$ cat src/rtl/ppu_pixel_out_pkg.sv
// ppu_pixel_out_pkg: shared PPU screen geometry and palette address mirroring.
package ppu_pixel_out_pkg;
    localparam int NES_VIS_W = 256;
    localparam int NES_VIS_H = 240;
    localparam int NES_PRERENDER_Y = 261;
    // Sprite backdrop slots 0x10/0x14/0x18/0x1C alias the background ones.
    function automatic logic [4:0] pal_mirror(input logic [4:0] addr);
        return (addr[4] && addr[1:0] == 2'b00) ? {1'b0, addr[3:0]} : addr;
    endfunction
endpackage

$ cat src/rtl/ppu_palette_ram.sv
// ppu_palette_ram: 32x6 palette register file, one mirrored write port and two mirrored combinational read ports.
// Ports: clk_in/rst_in; cpu_a, cpu_d, cpu_wr write port with cpu_q readback; ren_a/ren_q render read.
module ppu_palette_ram
    import ppu_pixel_out_pkg::*;
(
    input  logic       clk_in,
    input  logic       rst_in,
    input  logic [4:0] cpu_a,
    input  logic [5:0] cpu_d,
    input  logic       cpu_wr,
    output logic [5:0] cpu_q,
    input  logic [4:0] ren_a,
    output logic [5:0] ren_q
);
    logic [5:0] mem [32];
    always_ff @(posedge clk_in) begin
        if (rst_in) begin
            for (int i = 0; i < 32; i++) mem[i] <= '0;
        end else if (cpu_wr) begin
            mem[pal_mirror(cpu_a)] <= cpu_d;
        end
    end
    assign cpu_q = mem[pal_mirror(cpu_a)];
    assign ren_q = mem[pal_mirror(ren_a)];
endmodule

$ cat src/rtl/ppu_pixel_out.sv
// ppu_pixel_out: NES bg/sprite priority mux, palette lookup, registered pixel output and sticky sprite-0 hit.
// Ports: clk_in/rst_in; nes_x_in/nes_y_in/pix_pulse_in timing; bg/spr palette indices with
// spr_primary_in/spr_priority_in; pal_a_in/pal_d_in/pal_wr_in/pal_d_out CPU palette port;
// spr0_hit_out; sys_palette_idx_out.
module ppu_pixel_out
    import ppu_pixel_out_pkg::*;
(
    input  logic       clk_in,
    input  logic       rst_in,
    input  logic [9:0] nes_x_in,
    input  logic [9:0] nes_y_in,
    input  logic       pix_pulse_in,
    input  logic [3:0] bg_palette_idx_in,
    input  logic [3:0] spr_palette_idx_in,
    input  logic       spr_primary_in,
    input  logic       spr_priority_in,
    input  logic [4:0] pal_a_in,
    input  logic [5:0] pal_d_in,
    input  logic       pal_wr_in,
    output logic [5:0] pal_d_out,
    output logic       spr0_hit_out,
    output logic [5:0] sys_palette_idx_out
);
    logic       bg_op, sp_op, vis, hit_set, hit_clr;
    logic [4:0] sel, ren_a;
    logic [5:0] ren_q;
    assign bg_op = |bg_palette_idx_in[1:0];
    assign sp_op = |spr_palette_idx_in[1:0];
    assign vis = (nes_x_in < 10'(NES_VIS_W)) && (nes_y_in < 10'(NES_VIS_H));
    always_comb begin
        sel = 5'h00;
        if (sp_op && !(bg_op && spr_priority_in)) sel = {1'b1, spr_palette_idx_in};
        else if (bg_op) sel = {1'b0, bg_palette_idx_in};
    end
    // Outside the visible area the backdrop colour is shown.
    assign ren_a = vis ? sel : 5'h00;
    assign hit_set = pix_pulse_in && vis && nes_x_in != 10'd255 && bg_op && sp_op && spr_primary_in;
    assign hit_clr = pix_pulse_in && nes_y_in == 10'(NES_PRERENDER_Y) && nes_x_in == 10'd1;
    ppu_palette_ram u_ram (
        .clk_in (clk_in),
        .rst_in (rst_in),
        .cpu_a  (pal_a_in),
        .cpu_d  (pal_d_in),
        .cpu_wr (pal_wr_in),
        .cpu_q  (pal_d_out),
        .ren_a  (ren_a),
        .ren_q  (ren_q)
    );
    always_ff @(posedge clk_in) begin
        if (rst_in) begin
            sys_palette_idx_out <= '0;
            spr0_hit_out <= 1'b0;
        end else begin
            if (pix_pulse_in) sys_palette_idx_out <= ren_q;
            spr0_hit_out <= hit_clr ? 1'b0 : (hit_set | spr0_hit_out);
        end
    end
endmodule
$ cat config.mk
export PLATFORM = sky130hd
export DESIGN_NAME = ppu_pixel_out
export DESIGN_NICKNAME = d
export VERILOG_FILES = /design/src/rtl/ppu_pixel_out_pkg.sv /design/src/rtl/ppu_palette_ram.sv /design/src/rtl/ppu_pixel_out.sv
export SDC_FILE = /design/constraint.sdc
export NUM_CORES = 1
export LEC_CHECK = 0
export BUFFER_PORTS_ARGS = -buffer_cell sky130_fd_sc_hd__buf_2
export CORE_ASPECT_RATIO = 2
export CORE_MARGIN = 4
export CORE_UTILIZATION = 56
export DETAILED_ROUTE_END_ITERATION = 16
export PLACE_DENSITY = 0.77
export RECOVER_POWER = 100
export SLEW_MARGIN = 20
export SYNTH_ARGS = -nofsm -noshare
export SYNTH_HDL_FRONTEND = slang
export SYNTH_SLANG_ARGS = --single-unit
export TNS_END_PERCENT = 20
$ cat constraint.sdc
create_clock -name clk_in -period 2.6 [get_ports clk_in]
set_input_delay 0.39 -clock clk_in [delete_from_list [all_inputs] [get_ports clk_in]]
set_output_delay 0.39 -clock clk_in [all_outputs]
set_load 0.02 [all_outputs]
==> run summary, run 1 <==
run status: complete, but fails checks
failing checks: setup timing
Synth Flop Type: edfxtp_1
GPL Wtd Cong: 1.110
die height: 203.4 µm
DR pass1 iterations: 8
Crit Path Max Fanout: 27
Rel. slew slack: 0.03783
total CTS buffers: 17
register bit total from synthesis: 189
final setup vio count: 1
Unique masters post-synth: 70
vias in the first global route: 8,328
DP Worst Slack: -0.05597 ns
# diodes: 0
nets@finish: 1,071
Cell Area, Synth: 0.01069 mm²
Mapped Cells: 898
TritonCTS clock tree: yes
detailed placer's ending HPWL: 28.21 mm
P&R area growth vs syn: 15.97%
first-pass GRT wire length: 55.02 mm
Max Cap Viol: 0
leakage power: 4.261 nW
Via density: 6.510
final antenna-violating net count: 0
initial drt markers: 825
Post-synth EDFFs: 182
Crit Path Class: in2out
CP Capture Type: output port
Final Hold Viols: 0
Startpoint Class: primary input
Hold WC Path Type: in2reg
Post-Route WL: 37.97 mm
Initial Utilization: 0.5674
DR WL/cell: 29.37 µm
clock root buffer: clkbuf_16
min Tclk post-route: 2.600 ns
clk sink count: 189
I/O Buffers: 57
largest net degree at the start of global routing: 31
largest area contributor in the netlist: edfxtp_1
ys async rst share: 0
critical path arrival: 2.21 ns
most area-consuming cells after synthesis: edfxtp_1, and2_1, mux4_2
global route overflow: 0
initial antenna violation count: 0
I/O pin count: 58
drt drc: 0
core area: 0.01883 mm²
VDD IR-drop max: 0.4920 mV
setup slack after layout: -0.0001319 ns
worst path required time: 2.21 ns
Bufs on Longest Clock Path: 2
Tightest Pin Transition: 1.443 ns
share of layout cells above drive strength 1: 0.2303
FMAX: 0.3846 GHz
Cell Pwr Density: 574.1 mW/mm²
row count: 71
worst skew pair latency: 0.45 ns
post-synth top area share: 0.5114
Warnings, synthesis: 0
period utilization: 1.000
DIE AREA: 0.02149 mm²
Global Route Usage Sum: 0.3598
Die W: 105.7 µm
post-synthesis sequential area ratio: 0.5245
R2R setup slack: 0.72 ns
# Post-CTS Setup Buffers: 0
vias: 8,418
clock transition at the registers of the reported paths: 0.07 ns
Slew Limit Fails: 0
power consumption: 7.115 mW
CTS H-tree lvls: 4
clock skew: 0.008736 ns
Mean Syn Cell Area: 11.90 µm²
per-stage QoR:
step	area, µm²	utilization	instances	TNS, ns	hold slack [ns]
2_1_floorplan	10740	-	911	0	0.5550
3_3_place_gp	12000	0.6371	1262	-0.1109	0.5056
3_5_place_dp	12000	0.6371	1262	-0.1417	0.5104
4_1_cts	12540	0.6656	1293	0	0.2226
5_1_grt	12390	0.6581	1293	-0.04431	0.2530
6_report	12390	0.6581	1293	-0.0001319	0.2204
registers in the layout, indices dropped and copies added, names as in the netlist:
register	flops
u_ram.mem	182
spr0_hit_out	1
sys_palette_idx_out	6
cell families (layout without fill, tap and decap cells):
logic type,count (synthesis),after routing,synth area share
buffers and inverters,80,207,0.03477
AO/OA/AOI/OAI,188,188,0.1269
multiplexers,85,85,0.1233
flip-flops,189,189,0.5245
other,1,14,0.0003509
AND/OR/NAND/NOR,355,355,0.1901
where the power goes:
| group | leakage [nW] | internal, mW | switching [mW] |
|---|---|---|---|
| combinational | 2.22 | 0.380 | 0.587 |
| sequential | 1.79 | 3.51 | 0.159 |
| clock | 0.248 | 1.23 | 1.24 |
layout by cell type (no fill, tap or decap), types with 4 or more instances in the layout:
cell        count
a22oi_1        28
nor4_1          6
buf_2          47
nand4_1         7
mux2_2         34
clkinvlp_4      5
and2_1         57
and3_1         16
nor3_1         20
or2_0           7
conb_1         14
o221ai_1        4
buf_4          63
or3_1          14
clkbuf_1       46
nand3b_1        7
a221oi_1       11
a31oi_1         6
nor2_1         46
a211oi_1       21
buf_12         12
nand2_1        35
inv_6           4
o211ai_1       18
o21ai_0        42
dfxtp_1         7
nand3_1        14
a21oi_1        12
a2111oi_0       4
mux2i_1        18
a311oi_1        4
and2_0        114
inv_1           4
clkbuf_16      17
edfxtp_1      182
mux4_2         30
synthesized netlist by cell type (all sizes together), types with 2 or more instances:
library cell / instances
a21boi: 2
nor3: 21
nor2: 47
a221oi: 14
or3: 14
o21a: 2
o211ai: 18
o32ai: 3
o21ai: 44
a311oi: 5
o31a: 2
o22ai: 3
nand3b: 7
o31ai: 3
nand3: 14
a211oi: 22
a21oi: 13
o221ai: 4
edfxtp: 182
mux2i: 18
inv: 4
a31oi: 6
buf: 23
a22oi: 28
and2: 173
a2111oi: 5
mux2: 34
nor2b: 2
and3: 16
nand2: 37
nor4: 7
dfxtp: 7
a211o: 3
or2: 7
mux4: 33
nand4: 7
clkbuf: 53
area by class of cell:
cell class	count	area (µm²)
Clock buffer	17	425.4
Sequential cell	189	5605
Inverter	4	15.01
Timing Repair Buffer	172	1144
Fill cell	1505	6440
Tap cell	255	319.1
Clock inverter	14	112.6
Multi-Input combinational cell	642	4772
timing repair:
| action | CTS | global route |
|---|---|---|
| setup endpoints to repair | 0 | 3 |
| gates resized for setup | 0 | 4 |
| hold buffers | 0 | 0 |
metal layers:
metal / part of all wire / routed length, µm / track usage / vias to the layer above
met2: 0.50 / 19010 / 0.6224 / 491
met3: 0.069 / 2625 / 0.04973 / 195
met1: 0.32 / 12200 / 0.3885 / 4040
met5: 0 / 0 / 0 / -
met4: 0.11 / 4136 / 0.2886 / 0
li1: - / - / - / 3692
worst paths after layout:
path,to,cells after the start,from
worst min-delay path,spr0_hit_out,3,nes_y_in[4]
worst min register to register,spr0_hit_out,2,spr0_hit_out
worst max-delay path,pal_d_out[0],8,pal_a_in[0]
worst max register to register,sys_palette_idx_out[4],5,u_ram.mem[11][4]
worst max-delay path, cell delays in order:
cell and delay [ns]:
buf_2 0.18, buf_12 0.22, mux2_2 0.37, a221oi_2 0.29, a21oi_1 0.15, a21oi_2 0.24
o211ai_1 0.15, buf_2 0.19
Note: power is estimated with default switching activity, not from simulation.
==> inputs of run 2 (changes only) <==
--- a/config.mk
+++ b/config.mk
@@ -5,9 +5,10 @@
 export SDC_FILE = /design/constraint.sdc
 export NUM_CORES = 1
 export LEC_CHECK = 0
+export ABC_AREA = 1
 export BUFFER_PORTS_ARGS = -buffer_cell sky130_fd_sc_hd__buf_2
 export CORE_ASPECT_RATIO = 2
-export CORE_MARGIN = 4
+export CORE_MARGIN = 1
 export CORE_UTILIZATION = 56
 export DETAILED_ROUTE_END_ITERATION = 16
 export PLACE_DENSITY = 0.77
==> run summary, run 2 <==
period utilization: 0.9770 (-0.02310)
vias in the first global route: 9,761 (+17%)
clk sink count: 199 (+5.3%)
P&R area growth vs syn: 12.68%
total CTS buffers: 17 (unchanged)
I/O Buffers: 57 (unchanged)
most frequent CP cell: nand3_1
power consumption: 7.495 mW (+5.3%)
compound-cell area share of the yosys netlist: 0.08529 (-0.04162)
run status: complete, no violations
Slew Limit Fails: 0 (unchanged)
worst skew pair latency: 0.44 ns (about the same)
ys async rst share: 0 (unchanged)
critical path arrival: 2.86 ns (+0.65 ns)
Net Sw Frac: 0.2544 (-0.02521)
Global Route Usage Sum: 0.3586 (-0.001236)
Mean Syn Cell Area: 8.378 µm² (-30%)
TritonCTS clock tree: yes
Post-Route WL: 34.87 mm (-8.2%)
max FFs per register: 192 (+5.5%)
most frequent cells in the layout: nand3_1, nand2_1, nor2_1
largest net degree at the start of global routing: 90 (+190%)
Hold Buf Count CTS: 0 (unchanged)
fillcell total: 1,692 (+12%)
Psw: 1.907 mW (-4.2%)
Hold WC Path Type: in2reg
leakage power: 5.356 nW (+26%)
delay-heaviest family, CP: buffers and inverters
VDD IR-drop max: 0.4994 mV (+1.5%)
slowest cell on the critical path: buf_2
Cell Pwr Density: 603.8 mW/mm² (+5.2%)
XOR/XNOR Fraction of Synth Area: 0 (unchanged)
Multi-input gate area: 0.004078 mm² (-15%)
Unique masters post-synth: 39 (-44%)
clock root buffer: clkbuf_16
post-synthesis sequential area ratio: 0.5361 (+0.01153)
mux contribution to synthesized area: 0 (-0.1233)
Crit Path Max Fanout: 58 (+110%)
Largest Register: u_ram.mem
Initial Utilization: 0.5715 (+0.004023)
worst path required time: 2.92 ns (+0.71 ns)
detailed placer's ending HPWL: 24.23 mm (-14%)
Clk pwr share: 0.366 (+0.018)
min Tclk post-route: 2.540 ns (-0.06005 ns)
clock transition at the registers of the reported paths: 0.07 ns (about the same)
Mapped Cells: 1,315 (+46%)
unrepaired setup endpoints after global routing: false
Reg power frac: 0.503 (-0.013)
largest area contributor in the netlist: edfxtp_1
worst-path cell chain: buf_2, nor2_1, nand3_1, inv_1, buf_2, nand3_1, nand3_1, nand3_1, nand3_1, nand3_1, nand2_1, a21oi_1
Cell Area, Synth: 0.01102 mm² (+3.1%)
Pint: 5.588 mW (+9.0%)
FMAX: 0.3937 GHz (+2.4%)
vias: 9,985 (+19%)
Rel. slew slack: 0.1410 (+0.1031)
Warnings, synthesis: 0 (unchanged)
Max Cap Viol: 0 (unchanged)
DR WL/cell: 20.95 µm (-29%)
die height: 200.4 µm (-1.5%)
Final Hold Viols: 0 (unchanged)
CP Capture Type: flop
CTS H-tree lvls: 4 (unchanged)
Die W: 101.2 µm (-4.3%)
design area: 0.01241 mm² (+0.16%)
Top Registers: u_ram.mem: 192 flops, sys_palette_idx_out: 6 flops, spr0_hit_out: 1 flops
most common cell in the netlist: nand3_1
largest family of logic cells by synthesized area: simple AND/OR/NAND/NOR gates
GPL Wtd Cong: 0.9914 (-11%)
row count: 72 (+1.4%)
most area-consuming cells after synthesis: edfxtp_1, nand3_1, nand2_1
CP max stage delay: 0.91 ns (+0.54 ns)
Via density: 6.001 (-7.8%)
Placed Area: 0.01191 mm² (-0.74%)
Startpoint Class: primary input
initial drt markers: 887 (+7.5%)
Synth Flop Type: edfxtp_1
commonest non-fill, non-tap cell in the layout: nand3_1
Tightest Pin Transition: 1.289 ns (-0.1547 ns)
nets@finish: 1,437 (+34%)
post-synth top area share: 0.5233 (+0.01192)
register bit total from synthesis: 199 (+5.3%)
first-pass GRT wire length: 53.21 mm (-3.3%)
Synth Area in Simple Gates: 0.2738 (+0.08368)
Crit Path Class: in2reg
CP Buf/Inv Count: 3 (unchanged)
I/O pin count: 58 (unchanged)
top cells by instance count after synthesis: nand3_1, nand2_1, nor2_1
clock skew: 0.006396 ns (-0.002339 ns)
Bufs on Longest Clock Path: 2 (unchanged)
final antenna-violating net count: 0 (unchanged)
initial antenna violation count: 0 (unchanged)
DIE AREA: 0.02027 mm² (-5.7%)
core area: 0.01928 mm² (+2.4%)
drt drc: 0 (unchanged)
Reg area: 0.005906 mm² (+5.4%)
DR pass1 iterations: 7 (-1)
global route overflow: 0 (unchanged)
Adder-Cell Fraction of Synth Area: 0 (unchanged)
share of layout cells above drive strength 1: 0.09253 (-0.1377)
final setup vio count: 0 (-1)
combinational fraction of design power: 0.130 (-0.006)
Post-synth EDFFs: 192 (+5.5%)
# diodes: 0 (unchanged)
-- run 2: cell types whose count changed after synthesis, moves of 16 or more --
cell      before  now
nand2_1       34  194
o22ai_1        1   55
and3_1        16    0
mux2i_1       18    0
inv_1          4  187
nor2_1        45  193
nand3_1       14  260
mux4_2        30    0
a211oi_1      21    3
buf_2         14   31
mux2_2        34    0
a22oi_1       28   11
nor3_1        20    1
and2_1       171    0
-- run 2: final timing paths --
path | cells past startpoint | startpoint | slack (ns) | end
worst min register to register | 2 | sys_palette_idx_out[5] | 0.54 | sys_palette_idx_out[5]
worst min-delay path | 3 | nes_y_in[9] | 0.23 | spr0_hit_out
worst max register to register | 7 | u_ram.mem[18][0] | 1.07 | sys_palette_idx_out[0]
worst max-delay path | 12 | nes_x_in[9] | 0.06 | sys_palette_idx_out[0]
-- run 2: power by group through the flow --
| stage | logic [mW] | registers (mW) | clock network, mW |
|---|---|---|---|
| 3_5_place_dp | 0.947 | 3.84 | 0 |
| 6_report | 0.977 | 3.77 | 2.75 |
| 2_1_floorplan | 0.599 | 3.81 | 0 |
| 3_3_place_gp | 0.942 | 3.83 | 0 |
| 5_1_grt | 1.05 | 3.79 | 2.85 |
| 4_1_cts | 0.952 | 3.77 | 2.76 |
-- run 2: worst reg2reg max path, stage by stage, from the launching register on --
cell	delay, ns
edfxtp_1	0.45
or2_1	0.25
nand3_1	0.07
nand3_1	0.08
nand3_1	0.13
nand3_1	0.22
nand2_1	0.14
a21oi_1	0.07
-- run 2: kinds of logic (layout without fill, tap and decap cells) --
kind of cell / after synthesis / count (layout)
simple gates: 683 / 683
buf+inv: 281 / 348
other cells: 1 / 24
compound gates: 151 / 151
flops: 199 / 199
-- run 2: area by class of cell --
| cell class | instances | share of cell area |
|---|---|---|
| multi-input cells | 858 | 0.3285 |
| flip-flops and latches | 199 | 0.4758 |
| inverters | 198 | 0.05997 |
| clock inverters | 7 | 0.009576 |
| repair buffers | 118 | 0.06018 |
| well taps | 259 | 0.02611 |
| clock buffers | 25 | 0.03992 |
-- run 2: stage by stage --
stage,setup TNS [ns],cells,hold WS (ns),setup slack [ns],utilization
6_report,0,1664,0.2306,0.05992,0.6439
3_5_place_dp,-0.4836,1632,0.5286,-0.1279,0.6177
4_1_cts,0,1664,0.2178,0.05361,0.6499
5_1_grt,0,1664,0.2387,0.002951,0.6439
3_3_place_gp,-0.08007,1632,0.5043,-0.04956,0.6177
2_1_floorplan,0,1338,0.5547,0.5518,-
-- run 2: what timing repair did --
item / CTS / global route
setup endpoints to repair: 6 / 6
hold endpoints to repair: 0 / 0
setup buffers: 0 / 0
gates resized for setup: 1 / 3
gates cloned: 0 / 0
-- run 2: layer usage --
layer | wire length [µm] | up-vias | GRT usage
li1 | - | 4567 | -
met1 | 11780 | 4666 | 0.3979
met2 | 17840 | 587 | 0.6105
met3 | 2412 | 165 | 0.04920
met4 | 2833 | 0 | 0.2666
met5 | 0 | - | 0
